==> config.mk <==
export PLATFORM = sky130hd
export DESIGN_NAME = ram_arbiter
export DESIGN_NICKNAME = d
export VERILOG_FILES = /design/src/rtl/ram_arbiter.sv
export SDC_FILE = /design/constraint.sdc
export NUM_CORES = 1
export LEC_CHECK = 0
export CAP_MARGIN = 30
export CORE_AREA = 4 4 133 135
export CTS_CLUSTER_DIAMETER = 150
export DETAILED_ROUTE_END_ITERATION = 10
export DIE_AREA = 0 0 137 139
export SYNTH_ARGS = -nofsm -noshare
export SYNTH_HDL_FRONTEND = slang
export SYNTH_SLANG_ARGS = --single-unit
==> constraint.sdc <==
create_clock -name CLK -period 11.4 [get_ports CLK]
set_clock_uncertainty 0.2 [all_clocks]
set_input_delay 1.14 -clock CLK [delete_from_list [all_inputs] [get_ports CLK]]
set_output_delay 1.14 -clock CLK [all_outputs]
set_load 0.03 [all_outputs]
==> src/rtl/ram_arbiter.sv <==
// Round-robin arbiter: N requesters share one RAM port, single or two-word bursts.
// Grant is registered one cycle after IDLE sees a request; words stall on ramstate, bounded by TIMEOUT.
package ram_arbiter_pkg;
    typedef enum logic [1:0] {
        FREE   = 2'd0,
        BUSY   = 2'd1,
        ACCESS = 2'd2,
        ERROR  = 2'd3
    } ramstate_t;
endpackage

module ram_arbiter
    import ram_arbiter_pkg::*;
#(
    parameter int N       = 4,
    parameter int TIMEOUT = 64
) (
    input  logic                CLK,
    input  logic                nRST,
    input  logic [N-1:0]        req,
    input  logic [N-1:0]        wen,
    input  logic [N-1:0]        burst,
    input  logic [N-1:0][31:0]  addr,
    input  logic [N-1:0][31:0]  store,
    input  ramstate_t           ramstate,
    output logic [N-1:0]        gnt,
    output logic [N-1:0]        rwait,
    output logic [31:0]         ramaddr,
    output logic [31:0]         ramstore,
    output logic                ramREN,
    output logic                ramWEN,
    output logic                err,
    output logic [1:0]          err_id
);

    localparam int PW = (N > 1) ? $clog2(N) : 1;
    localparam int CW = (TIMEOUT > 2) ? $clog2(TIMEOUT) : 1;

    localparam logic [1:0] IDLE  = 2'd0;
    localparam logic [1:0] WORD0 = 2'd1;
    localparam logic [1:0] WORD1 = 2'd2;

    logic [1:0]    state;
    logic [PW-1:0] ptr;
    logic [PW-1:0] g;
    logic [PW-1:0] pick;
    logic [PW-1:0] ptr_inc;
    logic [PW:0]   scan;
    logic          found;
    logic          wen_l;
    logic          burst_l;
    logic [CW-1:0] cnt;
    logic          active;
    logic          fail;
    logic          advance;
    logic          finish;

    assign active  = (state != IDLE);
    assign ptr_inc = (g == PW'(N-1)) ? '0 : g + 1'b1;

    // First requester at or above ptr, wrapping modulo N.
    always_comb begin
        found = 1'b0;
        pick  = '0;
        scan  = '0;
        for (int i = 0; i < N; i++) begin
            scan = {1'b0, ptr} + (PW+1)'(i);
            if (scan >= (PW+1)'(N))
                scan = scan - (PW+1)'(N);
            if (!found && req[scan[PW-1:0]]) begin
                found = 1'b1;
                pick  = scan[PW-1:0];
            end
        end
    end

    // Dropping req aborts cleanly; ERROR or an expired wait is a failure.
    always_comb begin
        fail    = active && req[g] &&
                  ((ramstate == ERROR) ||
                   (ramstate != ACCESS && cnt == CW'(TIMEOUT-1)));
        advance = active && req[g] && (ramstate == ACCESS) &&
                  (state == WORD0) && burst_l;
        finish  = active && (!req[g] || fail ||
                  ((ramstate == ACCESS) && !advance));
    end

    always_ff @(posedge CLK or negedge nRST) begin
        if (!nRST) begin
            state   <= IDLE;
            ptr     <= '0;
            g       <= '0;
            gnt     <= '0;
            cnt     <= '0;
            err     <= 1'b0;
            err_id  <= '0;
            wen_l   <= 1'b0;
            burst_l <= 1'b0;
        end else if (state == IDLE) begin
            if (found) begin
                state   <= WORD0;
                g       <= pick;
                gnt     <= {{(N-1){1'b0}}, 1'b1} << pick;
                wen_l   <= wen[pick];
                burst_l <= burst[pick];
                cnt     <= '0;
            end
        end else if (finish) begin
            state <= IDLE;
            gnt   <= '0;
            ptr   <= ptr_inc;
            cnt   <= '0;
            if (fail && !err) begin
                err    <= 1'b1;
                err_id <= 2'(g);
            end
        end else if (advance) begin
            state <= WORD1;
            cnt   <= '0;
        end else begin
            cnt <= cnt + 1'b1;
        end
    end

    always_comb begin
        rwait    = '1;
        ramaddr  = '0;
        ramstore = '0;
        ramREN   = 1'b0;
        ramWEN   = 1'b0;
        if (active) begin
            ramaddr  = addr[g] + ((state == WORD1) ? 32'd4 : 32'd0);
            ramstore = store[g];
            ramREN   = ~wen_l;
            ramWEN   = wen_l;
            if (ramstate == ACCESS)
                rwait[g] = 1'b0;
        end
    end

endmodule
==> impl_metrics.ini, run 1 <==
[cells_and_area]
final_area_mm2 = 0.00767
nNetsFinal = 996
drive_above_1_share_pct = 11.6
syn2layout_area_growth_pct = 93.5
fill_cells = 1520
final_util_pct = 46.6
final_cells = 936
antenna_cells = 0

[yosys]
syn_nets = 667
yosys-top-cells-count = 56 x mux4_2, 42 x and2_1, 34 x nand2_1
yosysTopAreaCell = mux4_2
synthesis.area_mm2 = 0.00397
synth.distinct_cells = 59
synthCells = 388
synth_warnings = 0
synth_area_leaders = mux4_2 32%, dfrtp_1 13%, and2_1 6.6%, mux4_1 5.3%, nand2_1 3.2%
synth_ff_type = dfrtp_1
synth-edff-count = 0
ys_seq_elements = 21
synth-async-reset-ratio_pct = 100
syn_avg_cell_area_um2 = 10.2
yosysMostFrequentCell = mux4_2
yosysSeqAreaShare_pct = 13.2
synth_top_area_share_pct = 31.8

[worst_setup_path]
cp_slowest_cell = clkdlybuf4s50_1
end_kind = output pin
worst_ep_arrival_time_ns = 4.41
cp_cell_sequence = clkdlybuf4s50_1 > mux4_2 > ha_1 > nor2b_1 > o2bb2ai_2 > nand4_1 > or4_1 > a21oi_1 > clkdlybuf4s50_1
crit_path_max_fanout = 13
max_stage_delay_ns = 0.69
cp_common_cell = clkdlybuf4s50_1
criticalPathCategory = in -> out
cp.buffers_inverters = 2
critPathLaunchType = input pin
critPathTopFamily = simple AND/OR/NAND/NOR gates
required_ns = 10.06

[placed_design]
dpl_worst_slack_ns = 5.65
routabilityCongestion = 0.903
placed_area_mm2 = 0.00754
numPortBuffers = 348
dp.cells = 930
dp_hpwl_um = 16700

[timing]
setup_slack_ns = 5.65
layout_min_cycle_time_ns = 5.75
max_slew.worst_pin.slew_ns = 1.00
setup_viol = 0
report.final.slew_viol_count = 0
finalHoldViolations = 0
max-slew-margin-rel_pct = 32.5
holdWs_ns = 0.289
finalSetupTns_ns = 0
finalCritPeriodShare_pct = 50.4
max_freq_mhz = 174
rsz0062_at_grt = no

[detailed_routing]
drt_pass1_iterations = 5
dr_total_vias = 4790
wl_um = 19700
drt_iter0_drc = 239
detail_route.wl_per_cell_um = 21.0
ant_nets = 0
drc = 0
vias_per_cell = 5.12

[clock_tree]
cts_max_level = 1
cts_resized = 0
clkLatencyLatePin_ns = 0.25
cts-root-buf = clkbuf_16
cts_sinks = 21
cts_setup_buffers = 0
clockBufferDepth = 2
cts_tree = done
clkTransAtPathRegs_ns = 0.06
hold_buffers = 0
cts_inserted_buffers = 3

[power]
seqPwrFrac_pct = 9.4
worst_ir_drop_vdd_uv = 161
power_mw = 1.64
leakagePower_nw = 2.74
p_sw_share_pct = 50.7
switchingPower_mw = 0.830
power_frac_comb_pct = 86.2
p_int_mw = 0.809
power.density_mw_per_mm2 = 214
clkPwrFrac_pct = 4.5

[global_routing]
grt_pass1_wl_um = 28700
grt_use_total_pct = 19.3
antenna_found_initial = 0
grt-ovfl-total = 0
grt_max_degree = 53
grt_pass1_vias = 5011

[floorplanning]
die_area_mm2 = 0.0190
coreArea_mm2 = 0.0165
die_w_um = 137
rows = 47
ios = 349
die_y_um = 139
start_util_pct = 24.1

[min_path]
min_path_type = reg -> reg

[job]
max_cap_violations = 0

[outcome]
status = complete, no violations
cell type report:
| cell class | count | area [µm²] | share of cell area, % |
|---|---|---|---|
| inverters | 8 | 30.0 | 0.391 |
| well taps | 220 | 275 | 3.59 |
| flip-flops and latches | 21 | 531 | 6.91 |
| multi-input cells | 330 | 3200 | 41.7 |
| clock buffers | 4 | 78.8 | 1.03 |
| repair buffers | 353 | 3560 | 46.4 |
flip-flops by register name (all words and copies together), names as in the netlist:
register,flops
err_id,2
burst_l,1
state,2
ptr,2
g,2
gnt,4
wen_l,1
err,1
cnt,6
power by group through the flow:
stage	Sequential, mW	Combinational [mW]	Clock [mW]
after floorplan	0.132	0.939	0
after global placement	0.154	1.40	0
after detailed placement	0.156	1.41	0
after CTS	0.156	1.41	0.0747
after global routing	0.161	1.50	0.0775
final	0.154	1.41	0.0734
path summary, 6_finish.rpt:
check | cells after the start | from | end | slack (ns)
min in group asynchronous | 1 | nRST | err | 0.97
max in group asynchronous | 2 | nRST | g[0] | 9.60
hold / removal | 1 | cnt[5] | cnt[5] | 0.29
setup / recovery | 9 | addr[34] | ramaddr[31] | 5.65
setup reg to reg | 6 | g[1] | cnt[2] | 8.40
hold reg to reg | 1 | cnt[5] | cnt[5] | 0.29
metal layers:
metal,routed length [µm],global-route usage [%],vias to the layer above
met3,1640,3.92,30
met2,10600,36.4,217
met5,0,0,-
li1,-,-,2217
met4,403,4.25,0
met1,7020,22.0,2326
kinds of logic after synthesis:
group | Yosys count | share of synthesized area [%]
AOI/OAI and AO/OA | 71 | 12.1
xor gates and xnor gates | 9 | 1.99
adders and majority gates | 7 | 2.21
buffers and inverters | 37 | 6.18
DFF | 21 | 13.2
muxes | 76 | 40.3
and+or+nand+nor | 167 | 24.0
worst reg2reg max path: stages, from the launching register on:
cell,delay [ns]
dfrtp_2,0.70
buf_4,0.65
mux4_2,0.44
nand2_1,0.09
nor3b_1,0.56
nand2_1,0.10
o21ai_0,0.18
placed cells by master (no fill, tap or decap), types with 4 or more instances in the layout:
master,count
nand4_1,6
o31ai_1,11
ha_1,7
xnor2_1,6
nor2_1,24
o41ai_1,4
mux4_2,56
a21oi_1,20
inv_1,8
mux4_1,8
nand4b_1,4
o21ai_0,12
and2_1,42
nand3_1,10
nand2_1,34
clkdlybuf4s50_1,348
nor3_1,6
or4_1,9
mux2_2,5
a21o_1,4
dfrtp_1,19
mux2i_1,7
or3_1,5
(Power assumes the default switching activity.)
==> run 2: changes to the inputs <==
Clock period 11.4 ns to 5.9 ns, I/O delays scaled along.
==> impl_metrics.ini, run 2 (synthesized netlist as in run 1, its figures left out) <==
[timing]
layout_min_cycle_time_ns = 4.82
setup_slack_ns = 1.08
setup_viol = 0
finalSetupTns_ns = 0
max-slew-margin-rel_pct = 35.1
report.final.slew_viol_count = 0
rsz0062_at_grt = no
finalCritPeriodShare_pct = 81.7
finalHoldViolations = 0
holdWs_ns = 0.284
max_slew.worst_pin.slew_ns = 0.966
max_freq_mhz = 207

[cells_and_area]
final_common_cell = clkdlybuf4s50_1
ff_latch_area_um2 = 531
nNetsFinal = 997
top_regs = cnt (6), gnt (4)
top_register = cnt
final_area_mm2 = 0.00765
multi_input_area_mm2 = 0.00320
final_cell_mix = 348 x clkdlybuf4s50_1, 56 x mux4_2, 42 x and2_1
fill_cells = 1539
drive_above_1_share_pct = 11.7
syn2layout_area_growth_pct = 92.9
largest_register_ffs = 6

[detailed_routing]
vias_per_cell = 5.12
drt_iter0_drc = 222
detail_route.wl_per_cell_um = 21.4
dr_total_vias = 4800
drt_pass1_iterations = 5
drc = 0
wl_um = 20100
ant_nets = 0

[global_routing]
grt_use_total_pct = 19.9
grt_pass1_vias = 4952
met2_usage_pct = 36.6
grt_util_met3_pct = 3.45
grt_pass1_wl_um = 29700
top_usage_layer = met2
antenna_found_initial = 1
met1_usage_pct = 24.2
grt-ovfl-total = 0
grt_max_degree = 47

[clock_tree]
cts_sinks = 21
hold_buffers = 0
clkTransAtPathRegs_ns = 0.06
cts_resized = 0
clockBufferDepth = 2
cts_tree = done
cts_inserted_buffers = 3
cts-root-buf = clkbuf_16
cts_setup_buffers = 0
clkLatencyLatePin_ns = 0.26
cts_max_level = 1

[placed_design]
numPortBuffers = 348
routabilityCongestion = 0.868
dpl_worst_slack_ns = 1.24
placed_area_mm2 = 0.00757
dp_hpwl_um = 16900

[power]
leakagePower_nw = 2.73
power.density_mw_per_mm2 = 414
power_mw = 3.17
worst_ir_drop_vdd_uv = 220

[worst_setup_path]
crit_start = g[1]
reg2reg_from = g[0]
crit_path_max_fanout = 28
r2r_cells = 5
worst_ep_arrival_time_ns = 4.03
end_kind = output pin
required_ns = 5.11
critPathLaunchType = flip-flop
criticalPathCategory = reg -> out

[floorplanning]
rows = 47
start_util_pct = 24.1
die_w_um = 137
die_area_mm2 = 0.0190
die_y_um = 139
ios = 349
coreArea_mm2 = 0.0165

[min_path]
min_path_type = reg -> reg
hold_depth = 1
min_from = cnt[5]

[job]
max_cap_violations = 0

[outcome]
status = complete, no violations
run 2: cell count changes in the layout (fill, tap and decap cells not counted), sizes merged:
cell / before / now
buf: 5 / 6
diode: 0 / 1
run 2: metal layers:
metal / up-vias / wire (µm)
li1: 2223 / -
met1: 2341 / 7500
met2: 215 / 10700
met3: 21 / 1550
met4: 0 / 353
met5: - / 0
run 2: worst max-delay path, stage by stage, from the launching register on:
cell,delay [ns]
dfrtp_2,0.78
mux4_2,0.34
ha_1,0.22
ha_1,0.25
nand4_1,0.21
or3_1,0.51
or4_1,0.51
a21oi_1,0.22
clkdlybuf4s50_1,0.72
run 2: report_power, final:
| part | switching [mW] | internal, mW | total, mW |
|---|---|---|---|
| Clock | 0.0558 | 0.0923 | 0.148 |
| Combinational | 1.45 | 1.26 | 2.71 |
| Sequential | 0.115 | 0.193 | 0.308 |
| Total | 1.62 | 1.55 | 3.17 |
run 2: metrics by stage:
| step | utilization, % | std cells |
|---|---|---|
| 6_report | 46.5 | 938 |
| 5_1_grt | 46.5 | 938 |
| 4_1_cts | 46.5 | 937 |
| 3_5_place_dp | 46.0 | 933 |
| 3_3_place_gp | 45.9 | 932 |
| 2_1_floorplan | - | 388 |
run 2: final timing paths:
| check | end | slack [ns] |
|---|---|---|
| max | ramaddr[18] | 1.08 |
| min | cnt[5] | 0.28 |
| max reg2reg | gnt[1] | 3.07 |
| min reg2reg | cnt[5] | 0.28 |
| max in group asynchronous | g[0] | 4.61 |
| min in group asynchronous | err | 0.43 |
run 2: layout make-up:
type / count / share of cell area (%)
timing repair buffer: 354 / 46.2
multi-input combinational: 330 / 41.8
sequential: 21 / 6.93
tap: 220 / 3.60
clock buffer: 4 / 1.03
inverter: 8 / 0.392
antenna: 1 / 0.0327
